===== config.mk =====
export PLATFORM = sky130hd
export DESIGN_NAME = ahb_lite_arbiter_2m
export DESIGN_NICKNAME = d
export VERILOG_FILES = /design/src/rtl/ahb_lite_arbiter_2m.sv
export SDC_FILE = /design/constraint.sdc
export NUM_CORES = 1
export LEC_CHECK = 0
export CAP_MARGIN = 40
export CORE_AREA = 2 2 122 124
export CTS_BUF_LIST = sky130_fd_sc_hd__clkbuf_2 sky130_fd_sc_hd__clkbuf_4 sky130_fd_sc_hd__clkbuf_8
export CTS_CLUSTER_DIAMETER = 100
export DETAILED_ROUTE_END_ITERATION = 16
export DIE_AREA = 0 0 124 126
export GPL_TIMING_DRIVEN = 0
export PLACE_DENSITY_LB_ADDON = 0.12
export SLEW_MARGIN = 20
export SYNTH_ARGS = -nofsm -noshare
export SYNTH_HDL_FRONTEND = slang
export SYNTH_SLANG_ARGS = --single-unit

===== constraint.sdc =====
create_clock -name clk -period 1.3 [get_ports clk]
set_input_delay 0.26 -clock clk [delete_from_list [all_inputs] [get_ports clk]]
set_output_delay 0.26 -clock clk [all_outputs]
set_load 0.03 [all_outputs]

===== src/rtl/ahb_lite_arbiter_2m.sv =====
// Two-master AHB-Lite arbiter sharing a single slave port.
// Round-robin grant on transfer/burst boundaries; locked sequences are never split.
module ahb_lite_arbiter_2m #(
    parameter int   ADDRESSWIDTH   = 28,
    parameter int   DATAWIDTH      = 32,
    parameter logic DEFAULT_MASTER = 1'b0
) (
    input  logic                    clk,
    input  logic                    reset_n,

    input  logic [ADDRESSWIDTH-1:0] m0_haddr,
    input  logic [1:0]              m0_htrans,
    input  logic                    m0_hwrite,
    input  logic [2:0]              m0_hsize,
    input  logic [2:0]              m0_hburst,
    input  logic                    m0_hmastlock,
    input  logic [DATAWIDTH-1:0]    m0_hwdata,
    output logic                    m0_hready,
    output logic                    m0_hresp,
    output logic [DATAWIDTH-1:0]    m0_hrdata,

    input  logic [ADDRESSWIDTH-1:0] m1_haddr,
    input  logic [1:0]              m1_htrans,
    input  logic                    m1_hwrite,
    input  logic [2:0]              m1_hsize,
    input  logic [2:0]              m1_hburst,
    input  logic                    m1_hmastlock,
    input  logic [DATAWIDTH-1:0]    m1_hwdata,
    output logic                    m1_hready,
    output logic                    m1_hresp,
    output logic [DATAWIDTH-1:0]    m1_hrdata,

    output logic [ADDRESSWIDTH-1:0] s_haddr,
    output logic [1:0]              s_htrans,
    output logic                    s_hwrite,
    output logic [2:0]              s_hsize,
    output logic [2:0]              s_hburst,
    output logic                    s_hmastlock,
    output logic [DATAWIDTH-1:0]    s_hwdata,
    output logic                    s_hsel,
    output logic                    s_hready,
    input  logic                    s_hreadyout,
    input  logic                    s_hresp,
    input  logic [DATAWIDTH-1:0]    s_hrdata,
    output logic                    s_hmaster
);

    localparam logic [1:0] HTRANS_IDLE   = 2'b00;
    localparam logic [1:0] HTRANS_NONSEQ = 2'b10;
    localparam logic [2:0] HBURST_SINGLE = 3'b000;

    logic       addr_owner;
    logic       data_valid;
    logic       data_owner;
    logic       last_winner;
    logic [1:0] other_htrans;
    logic       boundary;

    // Address phase follows addr_owner purely combinationally, so s_hreadyout
    // never reaches the address outputs.
    always_comb begin
        if (addr_owner) begin
            s_haddr     = m1_haddr;
            s_htrans    = m1_htrans;
            s_hwrite    = m1_hwrite;
            s_hsize     = m1_hsize;
            s_hburst    = m1_hburst;
            s_hmastlock = m1_hmastlock;
            other_htrans = m0_htrans;
        end else begin
            s_haddr     = m0_haddr;
            s_htrans    = m0_htrans;
            s_hwrite    = m0_hwrite;
            s_hsize     = m0_hsize;
            s_hburst    = m0_hburst;
            s_hmastlock = m0_hmastlock;
            other_htrans = m1_htrans;
        end
        s_hwdata = data_owner ? m1_hwdata : m0_hwdata;
    end

    assign boundary = ((s_htrans == HTRANS_IDLE) ||
                       ((s_htrans == HTRANS_NONSEQ) && (s_hburst == HBURST_SINGLE))) &&
                      !s_hmastlock;

    // A master sees ready while it owns the address phase or its data phase is in flight.
    assign m0_hready = s_hreadyout && (!addr_owner || (data_valid && !data_owner));
    assign m1_hready = s_hreadyout && ( addr_owner || (data_valid &&  data_owner));
    assign m0_hresp  = s_hresp && data_valid && !data_owner;
    assign m1_hresp  = s_hresp && data_valid &&  data_owner;
    assign m0_hrdata = s_hrdata;
    assign m1_hrdata = s_hrdata;

    assign s_hsel    = 1'b1;
    assign s_hready  = s_hreadyout;
    assign s_hmaster = addr_owner;

    // Wait states freeze everything; otherwise the presented transfer moves into
    // its data phase and the grant may rotate if this cycle is a boundary.
    always_ff @(posedge clk or negedge reset_n) begin
        if (!reset_n) begin
            addr_owner  <= DEFAULT_MASTER;
            data_valid  <= 1'b0;
            data_owner  <= DEFAULT_MASTER;
            last_winner <= DEFAULT_MASTER;
        end else if (s_hreadyout) begin
            data_valid <= s_htrans[1];
            data_owner <= addr_owner;
            if (s_htrans == HTRANS_NONSEQ) begin
                last_winner <= addr_owner;
            end
            if (boundary && (other_htrans == HTRANS_NONSEQ)) begin
                if (s_htrans == HTRANS_IDLE) begin
                    addr_owner <= ~addr_owner;
                end else if ((s_htrans == HTRANS_NONSEQ) && (last_winner == addr_owner)) begin
                    addr_owner <= ~addr_owner;
                end
            end
        end
    end

endmodule


# --- Word level (Yosys, flattened, before mapping) ---
# Cells that the tools add are included.
op_classes:
  n_eq_ne: 3
  muxes: 10
  bitwise: 1
  reduce_logical: 22
op_table:
  columns: ["op", "n"]
  rows:
  - ["32-bit two-way mux", 1]
  - ["28-bit two-way mux", 1]
  - ["1-bit logical AND", 11]
  - ["3-bit two-way mux", 2]
  - ["2-bit equality test, second input constant", 2]
  - ["1-bit two-way mux", 4]
  - ["2-bit two-way mux", 2]
  - ["1-bit logical NOT", 3]
  - ["3-bit logical NOT", 1]
  - ["1-bit logical OR", 3]
  - ["3-bit AND reduction", 1]
  - ["2-bit logical NOT", 1]
  - ["2-bit AND reduction", 1]
  - ["2-bit nonzero test", 1]
  - ["1-bit equality test", 1]
  - ["1-bit NOT", 1]
word_totals:
  ff_bits: 4
  input_bits: 176
  output_inout_bits: 141
  word_cells: 40

# --- Longest topological paths before layout ---
# Gate-level depths: netlist of the first run.
logic_depth:
  ltp_word: 7
  depth_mapped: 5
  ltp_nobuf: 4

# --- Worst setup path before layout of the first run ---
# No wires, ideal clock.
synth_timing:
  path_type: "register -> output"
  start: "register addr_owner, in the netlist s_hmaster"
  end: "output m0_hready"
  arrival_ns: 1.562
  required_ns: 1.040
  slack_ns: -0.522
  path_stages_with_launch: 4
  n_path_buf: 2
  path_cell_list: "dfrtp_1 buf_4 buf_2 a21boi_0"
synth_between:
  elab_chain_cells: 3
synth_lines:
  columns: ["element", "line", "source"]
  rows:
  - ["start: declaration", "52", "logic addr_owner;"]
  - ["start signal: assignment", "114", "addr_owner <= ~addr_owner;"]
  - ["start signal: assignment", "116", "addr_owner <= ~addr_owner;"]
  - ["1-bit logical NOT", "87", "assign m0_hready = s_hreadyout && (!addr_owner || (data_valid && !data_owner));"]
  - ["1-bit logical OR", "87", null]
  - ["1-bit logical AND", "87", null]
  - ["end: declaration", "18", "output logic m0_hready,"]
# Every way passes these cells.

# --- Worst setup path after layout of the first run ---
layout_timing:
  start: "register addr_owner, in the netlist s_hmaster"
  end: "output s_haddr[14]"
layout_between:
  elab_chain_cells: 1
layout_lines:
  columns: ["element", "line", "source"]
  rows:
  - ["28-bit two-way mux", "62", "if (addr_owner) begin"]
  - ["end: declaration", "33", "output logic [ADDRESSWIDTH-1:0] s_haddr,"]
# Every way passes these cells.

==> flow_metrics.tcl, run 1 <==
set metrics [dict create \
    path_class "register to output port" \
    grt.overflow.total 0 \
    min_period_ns 1.64 \
    finalHoldViolCount 0 \
    synth.mux.area_fraction_pct 50.4 \
    power_density_nw_per_um2 1110 \
    path_buf_inv 3 \
    synth_simple_gate_area_share_pct 5.53 \
    hp-class "primary input to asynchronous set/reset pin" \
    cts_made_buffers 3 \
    ys_seq_elements 4 \
    antenna_found_initial 0 \
    clk_latency_ns 0.22 \
    layout.cells.most_common "clkdlybuf4s50_1" \
    yosys.area_share.adder_pct 0 \
    status "complete, but fails checks" \
    peakVddDrop_mv 0.463 \
    critical_path.startpoint_type "register" \
    multiInputGateArea_um2 1250 \
    layout_setup_ws_ns -0.340 \
    grt_pass1_vias 2433 \
    initial_core_util_pct 11.1 \
    rr_startpoint "s_hmaster" \
    synth_top_family_by_area "multiplexers" \
    p_leak_nw 2.42 \
    fp.dieH_um 126 \
    syn_inst 175 \
    clkTransAtPathRegs_ns 0.03 \
    drive_gt1_share_pct 52.9 \
    antenna_left 0 \
    dpl.cell_count 642 \
    fin_util_pct 37.4 \
    final_cell_mix "clkdlybuf4s50_1, buf_6, buf_4" \
    diodes 0 \
    slowest_stage "dfrtp_2" \
    ctsHoldBuffers 0 \
    yosys_warnings 0 \
    seq_area_frac_synth_pct 6.32 \
    synth_edf_count 0 \
    die_width_um 124 \
    seq_area_um2 101 \
    cts_tree "built" \
    grtUsageTotal_pct 10.5 \
    rsz0062_at_grt "true" \
    nets 650 \
    crit_chain "buf_12 -> buf_12 -> mux2_4 -> buf_6" \
    path_delay_family "buffers and inverters" \
    fin_crit_sh_pct 126 \
    port_buffers 283 \
    synth.largest_area_cell "mux2_2" \
    grt_first_pass_wirelength_mm 12.7 \
    cp.arrival_ns 1.38 \
    vias 2329 \
    area_growth_pct 238 \
    setup_viol 75 \
    dp_hpwl_mm 7.95 \
    fmax_ghz 0.610 \
    clock-sinks 4 \
    route.detailed.drc 0 \
    root_buffer "clkbuf_8" \
    finalPower_mw 5.93 \
    setup-tns-final_ns -22.65 \
    wl_per_cell_um 14.0 \
    crit_start "s_hmaster" \
    clk_path_buf_depth 2 \
    cts_max_level 1 \
    critPathMostFrequentCell "buf_12" \
    num-fill-cells 1474 \
    synth_area_leaders "mux2_2, buf_4, dfrtp_1, buf_2, a21oi_1" \
    io_pins 317 \
    clock_skew_ns 0.00276 \
    avgSynthCellArea_um2 9.05 \
    max_stage_delay_ns 0.42 \
    core_area_um2 14300 \
    via_per_inst 3.54 \
    die-area_um2 15600 \
    routed_wl_mm 9.20 \
    row_count 44 \
    worstPathRequired_ns 1.04 \
    place_ws_ns -0.824 \
    ys_types 22 \
    fin_cells 657 \
    slew_violations 0 \
    drt-initial-drc-count 16 \
    cap_violations 0 \
    synth-compound-area-share_pct 3.00 \
    async_reset_ff_share_pct 100 \
    grt_max_degree 11 \
    end_kind "output port" \
    syn_nets 351 \
    drt_first_pass_iters 4 \
    gp_congestion 0.695 \
    syn_area_um2 1580 \
    violations "setup timing" \
    synth-xor-area-share_pct 0 \
    yosysTopAreaCellShare_pct 49.8 \
    ys.flop_type "dfrtp_1" \
    worst-path-max-fanout 10 \
]
[per-layer routing]
layer,wire length (um),GRT usage (%),vias up
li1,-,-,1138
met1,2950,10.6,1042
met2,5150,21.2,143
met3,1030,3.44,6
met4,79,1.19,0
met5,0,0,-
[synthesized netlist by cell type (2+ instances only)]
| cell type | n |
|---|---|
| mux2_2 | 70 |
| buf_4 | 67 |
| buf_2 | 8 |
| a21oi_1 | 6 |
| dfrtp_1 | 4 |
| nor2_1 | 3 |
| nand3_1 | 2 |
[kinds of logic (layout without fill, tap and decap cells)]
| kind of cell | count (synthesis) | count (layout) |
|---|---|---|
| multiplexers | 71 | 71 |
| buffers and inverters | 76 | 374 |
| AND/OR/NAND/NOR | 15 | 15 |
| other | 1 | 1 |
| flip-flops | 4 | 4 |
| AO/OA/AOI/OAI | 8 | 8 |
[power by group]
group          switching (mW)  leakage [nW]  internal (mW)
registers              0.0398        0.0477          0.158
clock network          0.0701        0.0262          0.231
logic                    2.40          2.35           3.03
total                    2.51          2.42           3.42
[path summary, 6_finish.rpt]
path,to,slack (ns),cells after the start
hold reg to reg,last_winner,0.63,2
setup / recovery,s_haddr[14],-0.34,4
setup reg to reg,s_hmaster,-0.09,6
min in group clk,data_valid,0.36,2
max in group asynchronous,s_hmaster,0.83,1
hold / removal,data_valid,0.26,1
[stage by stage]
stage                     hold WS, ns  area, um2
after floorplan               -0.0356       1860
after detailed placement        0.506       4920
after CTS                       0.272       5240
final                           0.262       5360
after global routing            0.280       5360
after global placement          0.505       4920
[flip-flops by register name (all words and copies together) (netlist names)]
register	cells
data_owner	1
s_hmaster	1
data_valid	1
last_winner	1
[what timing repair did]
| item | CTS | global route |
|---|---|---|
| resized for setup | 543 | 34 |
| setup buffers | 8 | 1 |
| pin swaps | 3 | 1 |
| setup endpoints to repair | 77 | 77 |
| gates cloned | 1 | 2 |
[final cells by class]
class | count | area share (%)
buffer | 75 | 12.5
clock buffer | 4 | 0.911
inverter | 1 | 0.0701
multi-input combinational | 95 | 23.4
sequential | 4 | 1.89
tap | 184 | 4.30
timing repair buffer | 294 | 57.0
No activity file was read; power rests on OpenSTA's default activity.
==> run 2, diff against run 1 <==
- ABC_AREA: not set -> 0
==> results of run 2 <==
No change in the layout: final DEF, timing and power equal those of run 1.
